### config.mk
export PLATFORM = sky130hd
export DESIGN_NAME = control_unit_mc
export DESIGN_NICKNAME = d
export VERILOG_FILES = /design/src/rtl/control_unit_mc.sv
export SDC_FILE = /design/constraint.sdc
export NUM_CORES = 1
export LEC_CHECK = 0
export BUFFER_PORTS_ARGS = -buffer_cell sky130_fd_sc_hd__buf_2
export CORE_ASPECT_RATIO = 2
export CORE_UTILIZATION = 40
export DETAILED_ROUTE_END_ITERATION = 6
export PLACE_DENSITY_LB_ADDON = 0.25
export RECOVER_POWER = 25
export SLEW_MARGIN = 40
export SYNTH_ARGS = -nofsm -noshare
export SYNTH_HDL_FRONTEND = slang
export SYNTH_SLANG_ARGS = --single-unit
### constraint.sdc
create_clock -name clk -period 2.8 [get_ports clk]
set_input_delay 0.42 -clock clk [delete_from_list [all_inputs] [get_ports clk]]
set_output_delay 0.42 -clock clk [all_outputs]
set_load 0.05 [all_outputs]
### src/rtl/control_unit_mc.sv
// Multi-cycle control unit: valid/ready fetch, double-operand ALU and jump decode, PC/regbank control.
// Optional CU_RETIRE_CNT_EN adds the retired_cnt output counting retired ALU ops and jumps.
module control_unit_mc #(
  parameter int unsigned INST_W = 16,
  parameter int unsigned REG_AW = 4,
  parameter int unsigned OPC_W  = 5,
  parameter int unsigned OFF_W  = 10
) (
  input  logic              clk,
  input  logic              rst,
  input  logic              inst_valid,
  input  logic [INST_W-1:0] instruction,
  input  logic [3:0]        flags_in,
  output logic              inst_ready,
  output logic              pc_inc,
  output logic              en_pc_2,
  output logic              branch_en,
  output logic [OFF_W-1:0]  pc_offset,
  output logic [REG_AW-1:0] src_reg,
  output logic [REG_AW-1:0] dst_reg,
  output logic [REG_AW-1:0] wr_reg,
  output logic              wr_en,
  output logic [OPC_W-1:0]  op_code,
  output logic              byte_op,
  output logic [5:0]        fsm_state,
  output logic              illegal
`ifdef CU_RETIRE_CNT_EN
  ,
  output logic [31:0]       retired_cnt
`endif
);

  typedef enum logic [5:0] {
    StFetch   = 6'b000001,
    StDecode  = 6'b000010,
    StOperand = 6'b000100,
    StExec    = 6'b001000,
    StWrback  = 6'b010000,
    StJump    = 6'b100000
  } state_e;

  state_e            state;
  logic [INST_W-1:0] ir;
  logic [1:0]        ext_left;
  logic              no_wb;

  logic       imm_src;
  logic [1:0] ext_words;
  logic       taken;
  logic       flag_v, flag_n, flag_c, flag_z;

  assign fsm_state = state;
  assign {flag_v, flag_n, flag_c, flag_z} = flags_in;

  always_comb begin
    imm_src   = (ir[5:4] == 2'b01) || ((ir[5:4] == 2'b11) && (ir[11:8] == 4'd0));
    ext_words = 2'(imm_src) + 2'(ir[7]);
    taken     = 1'b0;
    case (ir[12:10])
      3'b000:  taken = !flag_z;
      3'b001:  taken = flag_z;
      3'b010:  taken = !flag_c;
      3'b011:  taken = flag_c;
      3'b100:  taken = flag_n;
      3'b101:  taken = (flag_n == flag_v);
      3'b110:  taken = (flag_n != flag_v);
      default: taken = 1'b1;
    endcase
  end

  always_ff @(posedge clk) begin
    if (rst) begin
      state      <= StFetch;
      ir         <= '0;
      ext_left   <= '0;
      no_wb      <= 1'b0;
      inst_ready <= 1'b0;
      pc_inc     <= 1'b0;
      en_pc_2    <= 1'b0;
      branch_en  <= 1'b0;
      pc_offset  <= '0;
      src_reg    <= '0;
      dst_reg    <= '0;
      wr_reg     <= '0;
      wr_en      <= 1'b0;
      op_code    <= '0;
      byte_op    <= 1'b0;
      illegal    <= 1'b0;
    end else begin
      // Strobes are single-cycle unless re-asserted below.
      pc_inc    <= 1'b0;
      en_pc_2   <= 1'b0;
      branch_en <= 1'b0;
      wr_en     <= 1'b0;
      illegal   <= 1'b0;
      unique case (state)
        StFetch: begin
          if (inst_valid && inst_ready) begin
            ir         <= instruction;
            inst_ready <= 1'b0;
            pc_inc     <= 1'b1;
            en_pc_2    <= 1'b1;
            state      <= StDecode;
          end else begin
            inst_ready <= 1'b1;
          end
        end
        StDecode: begin
          if (ir[15:13] == 3'b000) begin
            illegal    <= 1'b1;
            inst_ready <= 1'b1;
            state      <= StFetch;
          end else if (ir[15:13] == 3'b001) begin
            state <= StJump;
          end else begin
            op_code  <= OPC_W'(ir[15:12] - 4'd4);
            src_reg  <= REG_AW'(ir[11:8]);
            dst_reg  <= REG_AW'(ir[3:0]);
            byte_op  <= ir[6];
            no_wb    <= (ir[15:12] == 4'h9) || (ir[15:12] == 4'hB) || ir[7];
            ext_left <= ext_words;
            if (ext_words != 2'd0) begin
              inst_ready <= 1'b1;
              state      <= StOperand;
            end else begin
              state <= StExec;
            end
          end
        end
        StOperand: begin
          if (inst_valid && inst_ready) begin
            pc_inc   <= 1'b1;
            en_pc_2  <= 1'b1;
            ext_left <= ext_left - 2'd1;
            if (ext_left == 2'd1) begin
              inst_ready <= 1'b0;
              state      <= StExec;
            end
          end
        end
        StExec: begin
          wr_reg <= dst_reg;
          wr_en  <= !no_wb;
          state  <= StWrback;
        end
        StWrback: begin
          inst_ready <= 1'b1;
          state      <= StFetch;
        end
        StJump: begin
          if (taken) begin
            branch_en <= 1'b1;
            pc_inc    <= 1'b1;
            pc_offset <= OFF_W'($signed(ir[9:0]));
          end
          inst_ready <= 1'b1;
          state      <= StFetch;
        end
        default: begin
          inst_ready <= 1'b1;
          state      <= StFetch;
        end
      endcase
    end
  end

`ifdef CU_RETIRE_CNT_EN
  always_ff @(posedge clk) begin
    if (rst) begin
      retired_cnt <= '0;
    end else if ((state == StWrback) || (state == StJump)) begin
      retired_cnt <= retired_cnt + 32'd1;
    end
  end
`endif

endmodule

# ---- Yosys cells after proc, flatten, opt, wreduce, memory -nomap -nowiden
# Cells that the tools add are included.
# W data, S select, Z words.
dict set report classes {
  addsub 3
  mul 0
  n_div 0
  order_cmp 0
  n_eq_ne 26
  shifts 0
  n_mux 23
  bitwise 6
  n_reduce_logical 24
}
# operator n
set op_table {}
lappend op_table {{$mux W6} 5}
lappend op_table {{$pmux W6 S4} 1}
lappend op_table {{$ne A2 B2 Y1 const B} 5}
lappend op_table {{$reduce_or A2 Y1} 5}
lappend op_table {{$eq A3 B3 Y1 const B} 3}
lappend op_table {{$mux W1} 9}
lappend op_table {{$eq A4 B4 Y1 const B} 2}
lappend op_table {{$pmux W1 S7} 1}
lappend op_table {{$eq A3 B1 Y1 const B} 2}
lappend op_table {{$eq A3 B2 Y1 const B} 2}
lappend op_table {{$eq A6 B1 Y1 const B} 1}
lappend op_table {{$eq A6 B2 Y1 const B} 1}
lappend op_table {{$eq A6 B3 Y1 const B} 1}
lappend op_table {{$eq A6 B4 Y1 const B} 1}
lappend op_table {{$eq A6 B6 Y1 const B} 1}
lappend op_table {{$logic_not A3 Y1} 2}
lappend op_table {{$mux W2} 3}
lappend op_table {{$ne A3 B3 Y1 const B} 2}
lappend op_table {{$not A1 Y1} 6}
lappend op_table {{$reduce_and A3 Y1} 2}
lappend op_table {{$reduce_and A5 Y1} 1}
lappend op_table {{$sub A4 B3 Y5 const B} 1}
lappend op_table {{$eq A2 B1 Y1 const B} 2}
lappend op_table {{$logic_not A4 Y1} 1}
lappend op_table {{15 further kinds} 22}
dict set report word_totals {
  register_bits 59
  latch_bits 0
  mem_bits_rw 0
  mem_bits_ro 0
  inputBits 23
  word_cells 98
  memories 0
}

# ---- Longest topological paths before layout
dict set report logic_depth {
  ltp_word 9
  depth_mapped 7
  mapped_depth_nobuf 6
}

# ---- Worst setup path before layout
# Ideal clock, no wire load.
dict set report synth_path {
  path_kind {register to register}
  from {register state[1] (netlist: fsm_state[1])}
  to {register inst_ready}
  setup_ns 0.121
  arrival_ns 1.942
  required_time_ns 2.679
  path_slack_ns 0.737
  stages_incl_launch_ff 6
  n_path_buf 0
  period_less_slack_ns 2.063
  cell_sequence {dfxtp_1 or3_1 or3_4 o32a_1 o211a_1 mux2_4}
}
dict set report synth_between {
  elab_chain_cells 3
}
# item line_no
set synth_rtl {}
lappend synth_rtl {{start, declared} 42} ;# state_e state;
lappend synth_rtl {{start signal, assigned} 73} ;# state <= StFetch;
lappend synth_rtl {{start signal, assigned} 103} ;# state <= StDecode;
lappend synth_rtl {{start signal, assigned} 112} ;# state <= StFetch;
lappend synth_rtl {{$eq A6 B2 Y1, or another cell as far along} 96} ;# unique case (state)
lappend synth_rtl {{$ne A3 B3 Y1 (no line), or another cell as far along} --}
lappend synth_rtl {{$reduce_and A5 Y1 (no line)} --}
lappend synth_rtl {{end signal, assigned} 100} ;# inst_ready <= 1'b0;
lappend synth_rtl {{end signal, assigned} 105} ;# inst_ready <= 1'b1;
lappend synth_rtl {{end signal, assigned} 111} ;# inst_ready <= 1'b1;
lappend synth_rtl {{end, declared} 14} ;# output logic inst_ready,
# Parallel ways exist; a longest one is shown, timed or not.
# A chain may end at the register's enable or synchronous reset.

# ---- Final worst setup path
dict set report layout_path {
  from {register state[5] (netlist: fsm_state[5])}
  to {register ext_left[0]}
}
dict set report layout_between {
  elab_chain_cells 3
}
# item line_no
set layout_rtl {}
lappend layout_rtl {{$eq A6 B2 Y1 or $eq A6 B3 Y1 (tied branches)} 96}
lappend layout_rtl {{$ne A2 B2 Y1 (no line) or $reduce_bool A2 Y1 (tied branches)} --}
lappend layout_rtl {{$reduce_and A4 Y1 (no line)} --}
lappend layout_rtl {{end signal, assigned} 121} ;# ext_left <= ext_words;
lappend layout_rtl {{end signal, assigned} 134} ;# ext_left <= ext_left - 2'd1;
lappend layout_rtl {{end, declared} 44} ;# logic [1:0] ext_left;
# Parallel ways exist; a longest one is shown, timed or not.

==> metrics.yaml <==
grt:
  grt_usage: 0.191
  grt_most_used_layer: "met2"
  grtUsageMet1: 0.197
  overflow: 0
  antenna_found_initial: 0
  grt_pass1_wl_mm: 9.05
  grt_pass1_vias: 1889
  met3_usage: 0.0546
  met2_usage: 0.335
  grt_max_degree: 27
min_path:
  worstHoldPathType: "in2reg"
  worstHoldPathCells: 3
detailed_routing:
  antenna_left: 0
  drtPass1Iterations: 6
  vias: 2062
  viasPerCell: 5.22
  drt_iter0_markers: 73
  drc: 6
  avgRoutedWirePerCell_um: 14.3
  totalWireLength_mm: 5.67
critical_path:
  path_class: "reg2reg"
  reg2reg_depth: 6
  crit_path_end_kind: "flip-flop"
  cp.arrival_ns: 2.30
  crit_fanout: 17
  critPathLaunchType: "flip-flop"
  worstPathRequired_ns: 3.05
place:
  gp_congestion: 0.816
  hpwl_mm: 4.07
  dp_cells: 380
  port_buffers: 62
  dpl_cell_area_sq_um: 2780
  preCtsSetupSlack_ns: 0.757
cts:
  cts_resized: 0
  cts_hold_buf: 0
  clockRootBuffer: "clkbuf_16"
  clk_latency_ns: 0.32
  postCtsSetupBuffers: 0
  cts.sinks: 59
  htreeDepth: 3
  clockBufferDepth: 2
  cts_buffers: 9
  cts_tree: "yes"
  cts.clk_slew.worst_paths_ns: 0.05
timing:
  whs_ns: 0.332
  hold_violations: 0
  drv_slew: 0
  max_clock_freq_mhz: 488
  finalCriticalPeriod_ns: 2.05
  rsz0062_at_grt: "no"
  period_share: 0.732
  tns_ns: 0
  final.setup.worst_slack_ns: 0.751
  finalSetupViolations: 0
  fin_skew_ns: 0.00431
  worst_pin_slew_ns: 0.760
  relSlewSlack: 0.493
run:
  drv_cap: 0
logic_synthesis:
  synth_ff_type: "dfxtp_1"
  syn_area_sq_um: 2400
  synth_fp_nets: 293
  synthCells: 265
  ys_seq_elements: 59
  synth_warnings: 0
  syn_area_per_cell_sq_um: 9.07
  synth_edf_count: 0
  synth_top_area_share: 0.492
  ys_top_cells_by_area: "dfxtp_1, mux2i_1, nand2_1, nor2_1, a21oi_1"
  synthDistinctLibCells: 40
  ys_seq_area_frac: 0.492
  synthArstFlopShare: 0
  synth_top_area_cell: "dfxtp_1"
floorplanning:
  die_w_um: 56.8
  initial_core_util: 0.417
  dieArea_sq_um: 6340
  io_pins: 63
  rows: 39
  die_h_um: 112
  core_area_sq_um: 5760
status:
  status: "complete, but fails checks"
  violations: "DRC"
power:
  p_sw_uw: 459
  ir_drop_v: 0.000422
  power_frac_seq: 0.432
  p_per_area_nw_per_um2: 674
  p_total_mw: 2.04
  p_sw_frac: 0.225
  power.leakage_nw: 1.22
  pwr-share-clk: 0.493
  pwr-share-comb: 0.075
  p_int_mw: 1.58
finish:
  area_delta_synth_final_pct: 26.1
  design_area_sq_um: 3030
  largest_reg_flops: 16
  final_core_util: 0.526
  regMostFlops: "ir"
  final_cell_count_no_fill: 395
  finalNetCount: 358
  drive_above_1_share: 0.195
  diodes: 0
## cells in the final DEF (no fill, tap or decap), types with 2 or more instances in the layout
cell and n:
and2_1 3, a21o_1 2, nand2_1 51, clkbuf_16 9
nor2_1 32, o211ai_1 2, a21oi_1 15, buf_2 38
clkbuf_1 25, a211oi_1 2, ha_1 5, nor4_1 2
nand2b_1 3, dfxtp_1 59, inv_1 8, buf_4 6
clkbuf_8 3, clkinv_2 2, mux2i_1 31, a311oi_1 2
nor3_1 9, nand3_1 3
## area by class of cell
cell class | count | area (sq um)
Clock buffer | 13 | 270
Sequential cell | 59 | 1180
Inverter | 8 | 30.0
Clock inverter | 2 | 10.0
Tap cell | 61 | 76.3
Timing Repair Buffer | 68 | 325
Fill cell | 565 | 2730
Multi-Input combinational cell | 184 | 1140
## synthesized netlist by cell type (2+ instances only)
master    instances
ha_1              5
clkbuf_1          9
o211ai_1          2
nor2_1           32
and2_1            3
a21oi_1          15
nand2b_1          3
mux2i_1          31
a21o_1            2
nor4_1            3
buf_2             4
nand2_1          51
dfxtp_1          59
nand3_1           3
inv_1             8
a211oi_1          2
nor3_1            9
a311oi_1          2
## per-layer routing
layer,routed length [um],part of all wire
met5,0,0
met4,136,0.024
met3,332,0.059
met2,3120,0.55
met1,2080,0.37
## power by group through the flow
stage | logic (mW) | clock network (mW) | registers [mW]
floorplan | 0.0938 | 0 | 0.910
global placement | 0.151 | 0 | 0.898
detailed placement | 0.154 | 0 | 0.899
CTS | 0.155 | 1.03 | 0.882
global route | 0.166 | 1.07 | 0.884
finish | 0.152 | 1.01 | 0.882
## kinds of logic after synthesis
group / Yosys count / synth area share
AND/OR/NAND/NOR: 111 / 0.199
flip-flops: 59 / 0.492
AO/OA/AOI/OAI: 33 / 0.0927
multiplexers: 33 / 0.145
buffers and inverters: 22 / 0.0380
adder cells (fa/ha/maj): 5 / 0.0260
XOR/XNOR: 2 / 0.00729
## worst max-delay path, stage by stage, from the launching register on
cell,delay [ns]
dfxtp_1,0.34
nor3_1,0.41
nand3_1,0.13
buf_4,0.19
a21oi_2,0.57
o211ai_1,0.17
a31oi_1,0.16
## worst paths after layout
path | start | end | slack, ns
max | fsm_state[5]$_SDFFE_PP0P_ | ext_left[0]$_SDFFE_PP0P_ | 0.75
max reg2reg | fsm_state[5]$_SDFFE_PP0P_ | ext_left[0]$_SDFFE_PP0P_ | 0.75
min | instruction[2] | ir[2]$_SDFFE_PP0P_ | 0.33
min reg2reg | pc_offset[6]$_SDFFE_PP0P_ | pc_offset[6]$_SDFFE_PP0P_ | 0.45
No activity file was read; power rests on OpenSTA's default activity.
